**src/rtl/bram_arbiter_pkg.sv**
```systemverilog
// Shared types and defaults for the BRAM arbiter slice.
// The optional BRAM_ARB_LOCK_EN build adds the lock-state enum use in bram_arbiter.
package bram_arb_pkg;

    localparam int DEF_NUM_REQ = 3;
    localparam int DEF_AW      = 10;
    localparam int DEF_DEPTH   = 801;
    localparam int DEF_DW      = 32;

    localparam logic [3:0] WSTRB_FULL = 4'b1111;
    localparam int         BYTE_SHIFT = 2;
    localparam int         ID_W       = 3;

    typedef struct packed {
        logic [ID_W-1:0] id;
        logic            is_rd;
        logic            err;
    } tag_t;

    typedef enum logic {
        LK_IDLE,
        LK_HELD
    } lock_state_e;

    function automatic logic [31:0] word_to_byte(input logic [31:0] word);
        return word << BYTE_SHIFT;
    endfunction

endpackage

```
**src/rtl/bram_arbiter_if.sv**
```systemverilog
// Requester and BRAM-side signal bundle for bram_arbiter.
// With BRAM_ARB_LOCK_EN defined the bundle also carries the per-requester lock.
interface bram_arbiter_if
    import bram_arb_pkg::*;
#(
    parameter int NUM_REQ = DEF_NUM_REQ,
    parameter int AW      = DEF_AW,
    parameter int DW      = DEF_DW
);
    logic [NUM_REQ-1:0]    req;
    logic [NUM_REQ-1:0]    req_we;
    logic [NUM_REQ*AW-1:0] req_addr;
    logic [NUM_REQ*DW-1:0] req_wdata;
    logic [NUM_REQ-1:0]    gnt;
    logic [NUM_REQ-1:0]    rd_valid;
    logic [DW-1:0]         rd_data;
    logic [NUM_REQ-1:0]    addr_err;
    logic                  mem_en;
    logic [3:0]            mem_we;
    logic [31:0]           mem_addr;
    logic [DW-1:0]         mem_wdata;
    logic [DW-1:0]         mem_rdata;
`ifdef BRAM_ARB_LOCK_EN
    logic [NUM_REQ-1:0]    lock;
`endif

    modport slave (
        input  req, req_we, req_addr, req_wdata, mem_rdata,
        output gnt, rd_valid, rd_data, addr_err, mem_en, mem_we, mem_addr, mem_wdata
`ifdef BRAM_ARB_LOCK_EN
        , input lock
`endif
    );

    modport master (
        output req, req_we, req_addr, req_wdata, mem_rdata,
        input  gnt, rd_valid, rd_data, addr_err, mem_en, mem_we, mem_addr, mem_wdata
`ifdef BRAM_ARB_LOCK_EN
        , output lock
`endif
    );

endinterface

```
**src/rtl/bram_arbiter_rr.sv**
```systemverilog
// Combinational round-robin picker: first requester at or after i_ptr wins.
module rr_arbiter #(
    parameter int N  = 3,
    parameter int PW = 2
) (
    input  logic [N-1:0]  i_req,
    input  logic [PW-1:0] i_ptr,
    output logic [N-1:0]  o_gnt,
    output logic [PW-1:0] o_idx,
    output logic          o_any,
    output logic [PW-1:0] o_next_ptr
);
    int unsigned   w_c;
    logic [PW-1:0] w_cidx;

    always_comb begin
        o_gnt      = '0;
        o_idx      = '0;
        o_any      = 1'b0;
        o_next_ptr = i_ptr;
        w_c        = 0;
        w_cidx     = '0;
        for (int unsigned k = 0; k < N; k++) begin
            w_c = 32'(i_ptr) + k;
            if (w_c >= N) w_c = w_c - N;
            w_cidx = PW'(w_c);
            if (!o_any && i_req[w_cidx]) begin
                o_any         = 1'b1;
                o_gnt[w_cidx] = 1'b1;
                o_idx         = w_cidx;
                o_next_ptr    = (w_c == N - 1) ? '0 : PW'(w_c + 1);
            end
        end
    end

endmodule

```
**src/rtl/bram_arbiter.sv**
```systemverilog
// Round-robin arbiter sharing one single-port BRAM among NUM_REQ engines.
// Define BRAM_ARB_LOCK_EN to let a granted requester hold the BRAM via bus.lock.
module bram_arbiter
    import bram_arb_pkg::*;
#(
    parameter int NUM_REQ = DEF_NUM_REQ,
    parameter int AW      = DEF_AW,
    parameter int DEPTH   = DEF_DEPTH,
    parameter int DW      = DEF_DW
) (
    input logic           clk,
    input logic           rst,
    bram_arbiter_if.slave bus
);
    localparam int          PW      = (NUM_REQ > 1) ? $clog2(NUM_REQ) : 1;
    localparam logic [AW:0] DEPTH_L = (AW + 1)'(DEPTH);

    logic [PW-1:0]      r_ptr, w_ptr_next;
    logic [NUM_REQ-1:0] w_rr_gnt, w_gnt, w_gnt_out;
    logic [PW-1:0]      w_rr_idx, w_rr_next, w_idx;
    logic               w_rr_any;

    logic               w_accept, w_in_range, w_sel_we;
    logic [AW-1:0]      w_sel_addr;
    logic [DW-1:0]      w_sel_wdata;
    tag_t               w_tag_in, r_tag1, r_tag2;

    logic               r_mem_en;
    logic [3:0]         r_mem_we;
    logic [31:0]        r_mem_addr;
    logic [DW-1:0]      r_mem_wdata;
    logic [DW-1:0]      r_rd_hold;
    logic               w_rd_hit;
    logic [NUM_REQ-1:0] w_rd_valid, w_addr_err;

    rr_arbiter #(.N(NUM_REQ), .PW(PW)) u_rr (
        .i_req      (bus.req),
        .i_ptr      (r_ptr),
        .o_gnt      (w_rr_gnt),
        .o_idx      (w_rr_idx),
        .o_any      (w_rr_any),
        .o_next_ptr (w_rr_next)
    );

`ifdef BRAM_ARB_LOCK_EN
    lock_state_e   r_lk_state, w_lk_state_next;
    logic [PW-1:0] r_lk_id, w_lk_id_next;
    logic          w_lk_hold;

    // A held lock overrides round-robin and freezes the pointer; dropping lock or req releases it.
    always_comb begin
        w_lk_hold       = (r_lk_state == LK_HELD) && bus.req[r_lk_id] && bus.lock[r_lk_id];
        w_gnt           = w_rr_gnt;
        w_idx           = w_rr_idx;
        w_ptr_next      = w_rr_any ? w_rr_next : r_ptr;
        w_lk_state_next = LK_IDLE;
        w_lk_id_next    = r_lk_id;
        if (w_lk_hold) begin
            for (int unsigned k = 0; k < NUM_REQ; k++) begin
                w_gnt[k] = (PW'(k) == r_lk_id);
            end
            w_idx           = r_lk_id;
            w_ptr_next      = r_ptr;
            w_lk_state_next = LK_HELD;
        end else if (w_rr_any && bus.lock[w_rr_idx]) begin
            w_lk_state_next = LK_HELD;
            w_lk_id_next    = w_rr_idx;
        end
    end

    always_ff @(posedge clk or negedge rst) begin
        if (!rst) begin
            r_lk_state <= LK_IDLE;
            r_lk_id    <= '0;
        end else begin
            r_lk_state <= w_lk_state_next;
            r_lk_id    <= w_lk_id_next;
        end
    end
`else
    always_comb begin
        w_gnt      = w_rr_gnt;
        w_idx      = w_rr_idx;
        w_ptr_next = w_rr_any ? w_rr_next : r_ptr;
    end
`endif

    always_comb begin
        w_gnt_out   = w_gnt & {NUM_REQ{rst}};
        w_accept    = |w_gnt_out;
        w_sel_addr  = '0;
        w_sel_we    = 1'b0;
        w_sel_wdata = '0;
        for (int unsigned k = 0; k < NUM_REQ; k++) begin
            if (w_gnt[k]) begin
                w_sel_addr  = bus.req_addr[k*AW +: AW];
                w_sel_we    = bus.req_we[k];
                w_sel_wdata = bus.req_wdata[k*DW +: DW];
            end
        end
        w_in_range = {1'b0, w_sel_addr} < DEPTH_L;
        w_tag_in   = '0;
        if (w_accept) begin
            w_tag_in.id    = ID_W'(w_idx);
            w_tag_in.is_rd = !w_sel_we;
            w_tag_in.err   = !w_in_range;
        end
    end

    always_ff @(posedge clk or negedge rst) begin
        if (!rst) begin
            r_ptr       <= '0;
            r_mem_en    <= 1'b0;
            r_mem_we    <= '0;
            r_mem_addr  <= '0;
            r_mem_wdata <= '0;
            r_tag1      <= '0;
            r_tag2      <= '0;
            r_rd_hold   <= '0;
        end else begin
            r_ptr    <= w_ptr_next;
            r_mem_en <= w_accept && w_in_range;
            r_mem_we <= (w_accept && w_in_range && w_sel_we) ? WSTRB_FULL : '0;
            if (w_accept) begin
                r_mem_addr  <= word_to_byte(32'(w_sel_addr));
                r_mem_wdata <= w_sel_wdata;
            end
            r_tag1 <= w_tag_in;
            r_tag2 <= r_tag1;
            if (w_rd_hit) r_rd_hold <= bus.mem_rdata;
        end
    end

    // Stage 2 lines up with the BRAM's registered output, so read data passes straight through.
    always_comb begin
        w_rd_hit = r_tag2.is_rd && !r_tag2.err;
        for (int unsigned k = 0; k < NUM_REQ; k++) begin
            w_rd_valid[k] = w_rd_hit && (r_tag2.id == ID_W'(k));
            w_addr_err[k] = r_tag2.err && (r_tag2.id == ID_W'(k));
        end
    end

    assign bus.gnt       = w_gnt_out;
    assign bus.rd_valid  = w_rd_valid;
    assign bus.addr_err  = w_addr_err;
    assign bus.rd_data   = w_rd_hit ? bus.mem_rdata : r_rd_hold;
    assign bus.mem_en    = r_mem_en;
    assign bus.mem_we    = r_mem_we;
    assign bus.mem_addr  = r_mem_addr;
    assign bus.mem_wdata = r_mem_wdata;

endmodule

```
**src/flat_wrapper.sv**
```systemverilog
// flat-port wrapper written by rule: the top's interface ports become plain ports
module bram_arbiter_flat import bram_arb_pkg::*;
#(
    parameter int NUM_REQ = DEF_NUM_REQ,
    parameter int AW      = DEF_AW,
    parameter int DEPTH   = DEF_DEPTH,
    parameter int DW      = DEF_DW
)
  (clk, rst, bus_req, bus_req_we, bus_req_addr, bus_req_wdata, bus_mem_rdata, bus_gnt, bus_rd_valid, bus_rd_data, bus_addr_err, bus_mem_en, bus_mem_we, bus_mem_addr, bus_mem_wdata);
  bram_arbiter_if #(.NUM_REQ(NUM_REQ), .AW(AW), .DW(DW)) bus_i ();
  input logic clk;
  input logic rst;
  input wire logic [$bits(bus_i.req)-1:0] bus_req;
  input wire logic [$bits(bus_i.req_we)-1:0] bus_req_we;
  input wire logic [$bits(bus_i.req_addr)-1:0] bus_req_addr;
  input wire logic [$bits(bus_i.req_wdata)-1:0] bus_req_wdata;
  input wire logic [$bits(bus_i.mem_rdata)-1:0] bus_mem_rdata;
  output wire logic [$bits(bus_i.gnt)-1:0] bus_gnt;
  output wire logic [$bits(bus_i.rd_valid)-1:0] bus_rd_valid;
  output wire logic [$bits(bus_i.rd_data)-1:0] bus_rd_data;
  output wire logic [$bits(bus_i.addr_err)-1:0] bus_addr_err;
  output wire logic [$bits(bus_i.mem_en)-1:0] bus_mem_en;
  output wire logic [$bits(bus_i.mem_we)-1:0] bus_mem_we;
  output wire logic [$bits(bus_i.mem_addr)-1:0] bus_mem_addr;
  output wire logic [$bits(bus_i.mem_wdata)-1:0] bus_mem_wdata;
  assign bus_i.req = bus_req;
  assign bus_i.req_we = bus_req_we;
  assign bus_i.req_addr = bus_req_addr;
  assign bus_i.req_wdata = bus_req_wdata;
  assign bus_i.mem_rdata = bus_mem_rdata;
  assign bus_gnt = bus_i.gnt;
  assign bus_rd_valid = bus_i.rd_valid;
  assign bus_rd_data = bus_i.rd_data;
  assign bus_addr_err = bus_i.addr_err;
  assign bus_mem_en = bus_i.mem_en;
  assign bus_mem_we = bus_i.mem_we;
  assign bus_mem_addr = bus_i.mem_addr;
  assign bus_mem_wdata = bus_i.mem_wdata;
  bram_arbiter #(.NUM_REQ(NUM_REQ), .AW(AW), .DEPTH(DEPTH), .DW(DW)) u_core (.clk(clk), .rst(rst), .bus(bus_i));
endmodule
```
**config.mk**
```make
export PLATFORM = sky130hd
export DESIGN_NAME = bram_arbiter_flat
export DESIGN_NICKNAME = d
export VERILOG_FILES = /design/src/rtl/bram_arbiter_pkg.sv /design/src/rtl/bram_arbiter_if.sv /design/src/rtl/bram_arbiter_rr.sv /design/src/rtl/bram_arbiter.sv /design/src/flat_wrapper.sv
export SDC_FILE = /design/constraint.sdc
export NUM_CORES = 1
export LEC_CHECK = 0
export BUFFER_PORTS_ARGS = -buffer_cell sky130_fd_sc_hd__buf_2
export CAP_MARGIN = 25
export CORE_AREA = 2 2 107 109
export CTS_CLUSTER_SIZE = 8
export DETAILED_ROUTE_END_ITERATION = 8
export DIE_AREA = 0 0 109 111
export PLACE_DENSITY = 0.88
export SYNTH_ARGS = -nofsm -noshare
export SYNTH_HDL_FRONTEND = slang
export SYNTH_HIERARCHICAL = 1
export SYNTH_SLANG_ARGS = --single-unit
```
**constraint.sdc**
```tcl
create_clock -name clk -period 4.9 [get_ports clk]
set_input_delay 0.98 -clock clk [delete_from_list [all_inputs] [get_ports clk]]
set_output_delay 0.98 -clock clk [all_outputs]
set_load 0.01 [all_outputs]
```
# == Word-level counts from Yosys, hierarchy flattened ==
# Index checks and enable logic that the tools add are counted.
# op_classes
n_addsub,8
n_mul,0
n_div,0
magnitude_cmp,10
n_eq_ne,5
shifts,0
n_mux,42
bitwise_logic,3
reduce_logical,23
# ops
op,n
two-way mux 32 bit,7
"== test 32 x 2 -> 1 bit, second input constant",3
two-way mux 10 bit,3
two-way mux 2 bit,9
logical AND 1 bit,14
two-way mux 1 bit,12
"less-than comparator 10 bit, second input constant",1
"less-than comparator 2 x 3 -> 1 bit, second input constant",3
two-way mux 3 bit,3
two-way mux 4 bit,2
"subtractor 3 x 2 -> 4 bit, second input constant",2
"adder 2 x 1 -> 2 bit, second input constant",3
binary-select mux 1 bit (select 2 bit),3
demux 1 bit (select 2 bit),3
">= comparator 2 x 1 -> 1 bit, second input constant",3
">= comparator 3 x 2 -> 1 bit, second input constant",2
bitwise OR 3 bit,2
zero test 1 bit,5
"adder 2 x 1 -> 3 bit, second input constant",1
"adder 2 x 2 -> 3 bit, second input constant",1
bitwise AND 3 bit,1
zero test 3 bit,1
nonzero test 3 bit,1
OR reduction 3 bit,1
5 further kinds,5
# totals
reg_bits,89
latchBits,0
ramBits,0
mem_bits_ro,0
in_bits,166
out_inout_bits,110
wordCells,103
memories,0

# == Logic depth before layout (Yosys ltp) ==
# logic_depth
word_depth,18
mapped_depth,13
depth_no_buf,11

# == By module ==
# The synthesis kept the hierarchy.
# by_module_without_submodules
mod,n_inst,cells_each,area_each_um2,seq_area_each_um2
bram_arbiter,1,455,4144.0,2152.1
rr_arbiter,1,50,335.3,0.0

# == Worst setup path after synthesis ==
# OpenSTA, ideal clock, no wires.
# synth_path
kind,input to output
from,input port bus_req[1]
to,output port bus_gnt[0]
arrival_time_ns,2.181
t_required_ns,3.920
slack_ns,1.739
stages,5
path_buffers,0
path_cell_list,mux2i_1 o21ai_1 or3b_1 a22oi_1 and2_1
# synth_via
elab_chain_len,10
elab_cells_between_ends,18
classes_between,mux (11); bitwise (3); reduce/logical (4)
# synth_rtl
element,line_no,rtl
"start, declared",flat_wrapper.sv:13,input wire logic [$bits(bus_i.req)-1:0] bus_req;
binary-select mux 1 bit (select 2 bit),bram_arbiter_rr.sv:27,if (!o_any && i_req[w_cidx]) begin
two-way mux 1 bit (not written as such),bram_arbiter_rr.sv:27,
two-way mux 1 bit,bram_arbiter_rr.sv:27,
zero test 1 bit,bram_arbiter_rr.sv:27,
logical AND 1 bit,bram_arbiter_rr.sv:27,
two-way mux 1 bit,bram_arbiter_rr.sv:27,
zero test 1 bit,bram_arbiter_rr.sv:27,
logical AND 1 bit,bram_arbiter_rr.sv:27,
two-way mux 3 bit (*),bram_arbiter_rr.sv:27,
named net u_core.w_gnt[0],bram_arbiter.sv:19,"logic [NUM_REQ-1:0] w_rr_gnt, w_gnt, w_gnt_out;"
bitwise AND 3 bit (*),bram_arbiter.sv:89,w_gnt_out = w_gnt & {NUM_REQ{rst}};
"end, declared",flat_wrapper.sv:18,output wire logic [$bits(bus_i.gnt)-1:0] bus_gnt;
# Mark *: on every way through the listed nets, which the timed path passes. The rest lies on a longest branch. The select of a mux whose other input is x is not followed.

# == Worst setup path after layout ==
# layout_path
from,register u_core.r_ptr[0]
to,output port bus_gnt[0]
# layout_via
elab_chain_len,12
elab_cells_between_ends,44
classes_between,add/sub (5); order compare (9); mux (20); bitwise (3); reduce/logical (7)
# layout_rtl
element,line_no,rtl
"start, declared",bram_arbiter.sv:18,"logic [PW-1:0] r_ptr, w_ptr_next;"
"start signal, assigned",bram_arbiter.sv:121,r_ptr <= w_ptr_next;
"adder 2 x 1 -> 3 bit, or another cell as far along",bram_arbiter_rr.sv:24,w_c = 32'(i_ptr) + k;
"subtractor 3 x 2 -> 4 bit, or another cell as far along",bram_arbiter_rr.sv:25,if (w_c >= N) w_c = w_c - N;
"two-way mux 32 bit, or another cell as far along",bram_arbiter_rr.sv:25,
"less-than comparator 2 x 3 -> 1 bit (not written as such), or another cell as far along",bram_arbiter_rr.sv:29,o_gnt[w_cidx] = 1'b1;
"logical AND 1 bit (not written as such), or another cell as far along",bram_arbiter_rr.sv:29,
"two-way mux 1 bit (not written as such), or another cell as far along",bram_arbiter_rr.sv:29,
"demux 1 bit (select 2 bit), or another cell as far along",bram_arbiter_rr.sv:29,
bitwise OR 3 bit (no source line) or two-way mux 1 bit (tied branches),--,
two-way mux 3 bit or zero test 1 bit (tied branches),bram_arbiter_rr.sv:27,
bitwise OR 3 bit (no source line) or logical AND 1 bit (tied branches),--,
two-way mux 3 bit (*),bram_arbiter_rr.sv:27,
named net u_core.w_gnt[0],bram_arbiter.sv:19,
bitwise AND 3 bit (*),bram_arbiter.sv:89,
# Marked as above.

==> flow_summary.yaml <==
status:
  outcome: "completed"
route:
  wl_per_cell_um: 14.5
  drc_errors: 0
  routed_wl_um: 12800
  drtPass1Iterations: 5
  via_count: 4515
  final_antenna_net_count: 0
  drt_iter0_markers: 233
  via_per_inst: 5.10
floorplan:
  die-width_um: 109
  pin_count: 276
  num_rows: 39
  die-height_um: 111
  core_area_mm2: 0.0111
  dieArea_mm2: 0.0121
  initial_core_util: 0.404
synth:
  ys_seq_area_frac: 0.480
  synth.ff_latch_count: 86
  synth_warnings: 6
  synth.distinct_cells: 43
  avgSynthCellArea_um2: 8.87
  syn_area_mm2: 0.00448
  syn_inst: 505
cells_and_area:
  final_common_cell: "buf_2"
  drive_gt1_frac: 0.385
  area_growth_pct: 36.1
  layout_common_cells: "buf_2, nand2_1, dfrtp_1"
  final_nets: 907
  fin_area_mm2: 0.00610
  antenna_cells: 0
clock_network:
  cts_setup_buffers: 0
  clock_path_buffers: 2
  ctsHoldBuffers: 0
  cts_tree: "done"
  cts-root-buf: "clkbuf_16"
  path_clk_slew_ns: 0.07
  clk_latency_ns: 0.33
  h-tree-depth: 3
  cts_buffers: 9
  cts_resized: 0
  clock_sinks: 86
timing:
  hold_slack_ns: 0.349
  fin_crit_sh: 0.801
  fin_skew_ns: 0.00792
  setup_viol: 0
  finalSetupTns_ns: 0
  maxSlewViolCount: 0
  maxSlewHeadroom: 0.525
  tightest_slew_ns: 0.713
  final_hold_viol_count: 0
  fmax_mhz: 255
  rsz0062_at_grt: "no"
  period_minus_slack_ns: 3.92
global_route:
  grt_pass1_wl_um: 19800
  overflow: 0
  grt_max_degree: 82
  first_global_vias: 4162
  antenna_found_initial: 0
  globalRouteTotalUtil: 0.208
critical_path:
  crit_fanout: 7
  cp-end-kind: "output pin"
  critPathBufInv: 2
  cp_data_arrival_time_ns: 2.94
  cp_data_required_time_ns: 3.92
  worst_path_max_delay_cell: "a22oi_1"
  crit_path_max_incr_delay_ns: 0.45
  cp_cell_sequence: "inv_1 > ha_1 > mux2i_1 > o21ai_1 > or3b_1 > a22oi_1 > and2_1 > buf_2"
  crit_family: "simple AND/OR/NAND/NOR gates"
  critPathKind: "reg2out"
  start_kind: "register"
job:
  cap_violations: 0
power:
  peakVddDrop_uv: 998
  clockPowerShare: 0.145
  total_power_mw: 4.82
  p_seq_frac: 0.248
  powerDensity_mw_per_mm2: 791
  switching_share: 0.456
  p_int_mw: 2.62
  net-switching-power_mw: 2.20
  combPwrFrac: 0.607
  p_leak_nw: 3.29
placed_design:
  numPortBuffers: 253
  gp_congestion: 0.922
  dpl_cell_area_mm2: 0.00577
  dpl.hpwl_um: 9970
worst_hold_path:
  hold_class: "reg2reg"
-- per-layer routing --
metal  part of all wire  global-route usage  up-vias  wire length, µm
li1                   -                   -     2184                -
met1               0.40               0.257     2022             5160
met2               0.47               0.349      277             6020
met3               0.10              0.0429       32             1320
met4              0.027              0.0821        0              350
met5                  0                   0        -                0
-- area by class of cell --
class / instances / area, µm²
fill: 1035 / 4980
sequential: 86 / 2150
multi-input combinational: 373 / 2070
timing repair buffer: 261 / 1360
clock buffer: 10 / 239
tap: 143 / 179
clock inverter: 6 / 73.8
inverter: 6 / 22.5
-- logic make-up after synthesis --
| family | Yosys count | share of synthesized area |
|---|---|---|
| other cells | 1 | 0.000837 |
| compound gates | 142 | 0.217 |
| buf+inv | 67 | 0.0813 |
| fa+ha+maj | 4 | 0.0112 |
| mux | 6 | 0.0140 |
| simple gates | 199 | 0.196 |
| flops | 86 | 0.480 |
-- state kept, by name, summed over array words and instances (netlist names) --
signal,flops
u_core/bus.mem_addr,10
u_core/bus.mem_en,1
u_core/bus.mem_wdata,32
u_core/bus.mem_we,1
u_core/r_ptr,2
u_core/r_rd_hold,32
u_core/r_tag1,4
u_core/r_tag2,4
-- worst paths after layout --
| check | startpoint | end | slack, ns | depth (start not counted) |
|---|---|---|---|---|
| min | u_core/r_tag1[1] | u_core/r_tag2[1] | 0.35 | 0 |
| max | u_core/r_ptr[0] | bus_gnt[0] | 0.98 | 8 |
| min in group asynchronous | rst | u_core/r_rd_hold[13] | 0.63 | 1 |
| max in group asynchronous | rst | u_core/r_tag2[2] | 3.29 | 2 |
| min reg2reg | u_core/r_tag1[1] | u_core/r_tag2[1] | 0.35 | 0 |
| max reg2reg | u_core/r_ptr[0] | u_core/r_tag1[0] | 1.19 | 12 |
-- worst reg2reg max path, cell delays in order (launching register included) --
cell	delay, ns
dfrtp_1	0.39
inv_1	0.09
ha_1	0.42
mux2i_1	0.28
o21ai_1	0.16
or3b_1	0.37
a22oi_1	0.45
nor2b_4	0.33
buf_4	0.38
a221o_1	0.25
a222oi_1	0.11
a211oi_2	0.26
and2_1	0.17
-- per-stage QoR --
step	setup slack, ns	std cells	utilization
after global placement	0.970	866	0.518
after global routing	0.748	885	0.550
final	0.976	885	0.550
after detailed placement	1.05	868	0.521
after floorplan	1.74	526	-
after CTS	0.994	884	0.549
-- cells in the mapped netlist --
library cell  number  area (µm²)
buf_6              2        22.5
buf_4             25         188
a2bb2oi_1          3        26.3
a22o_1             1        8.76
and3b_1            2        17.5
nor2_1             6        22.5
inv_1              6        22.5
or3_1              2        12.5
nand2_1          153         574
nor2b_4            1        13.8
and3_1             1        6.26
or2_0              1        6.26
ha_1               4        50.1
o21ai_1            3        15.0
nand3_1            2        10.0
mux2i_1            4        40.0
nor2b_1            1        6.26
a222oi_1           1        10.0
o211ai_1           3        22.5
buf_1              1        3.75
conb_1             1        3.75
nor3b_1            3        22.5
a221o_1           39         390
nand2b_1           7        43.8
nor3_1             2        10.0
nor4b_1            1        8.76
or3b_1             1        8.76
nand3b_1           7        52.6
a211oi_2           1        12.5
a21oi_1            8        40.0
nor3_2             1        10.0
a211oi_1           1        7.51
clkbuf_1          30         113
o21ai_0           75         375
and2_1             8        50.1
a2111oi_2          1        15.0
dfrtp_1           86        2150
a22oi_1            3        22.5
a211o_1            1        8.76
buf_2              3        15.0
o221ai_1           1        8.76
o21a_1             1        7.51
mux2_2             2        22.5
-- power groups by stage --
stage	combinational, mW	sequential (mW)	clock [mW]
detailed placement	2.89	1.21	0
CTS	2.90	1.20	0.720
global placement	2.77	1.19	0
global route	3.25	1.23	0.764
finish	2.93	1.19	0.701
floorplan	1.94	1.26	0
No activity file was read; power rests on OpenSTA's default activity.
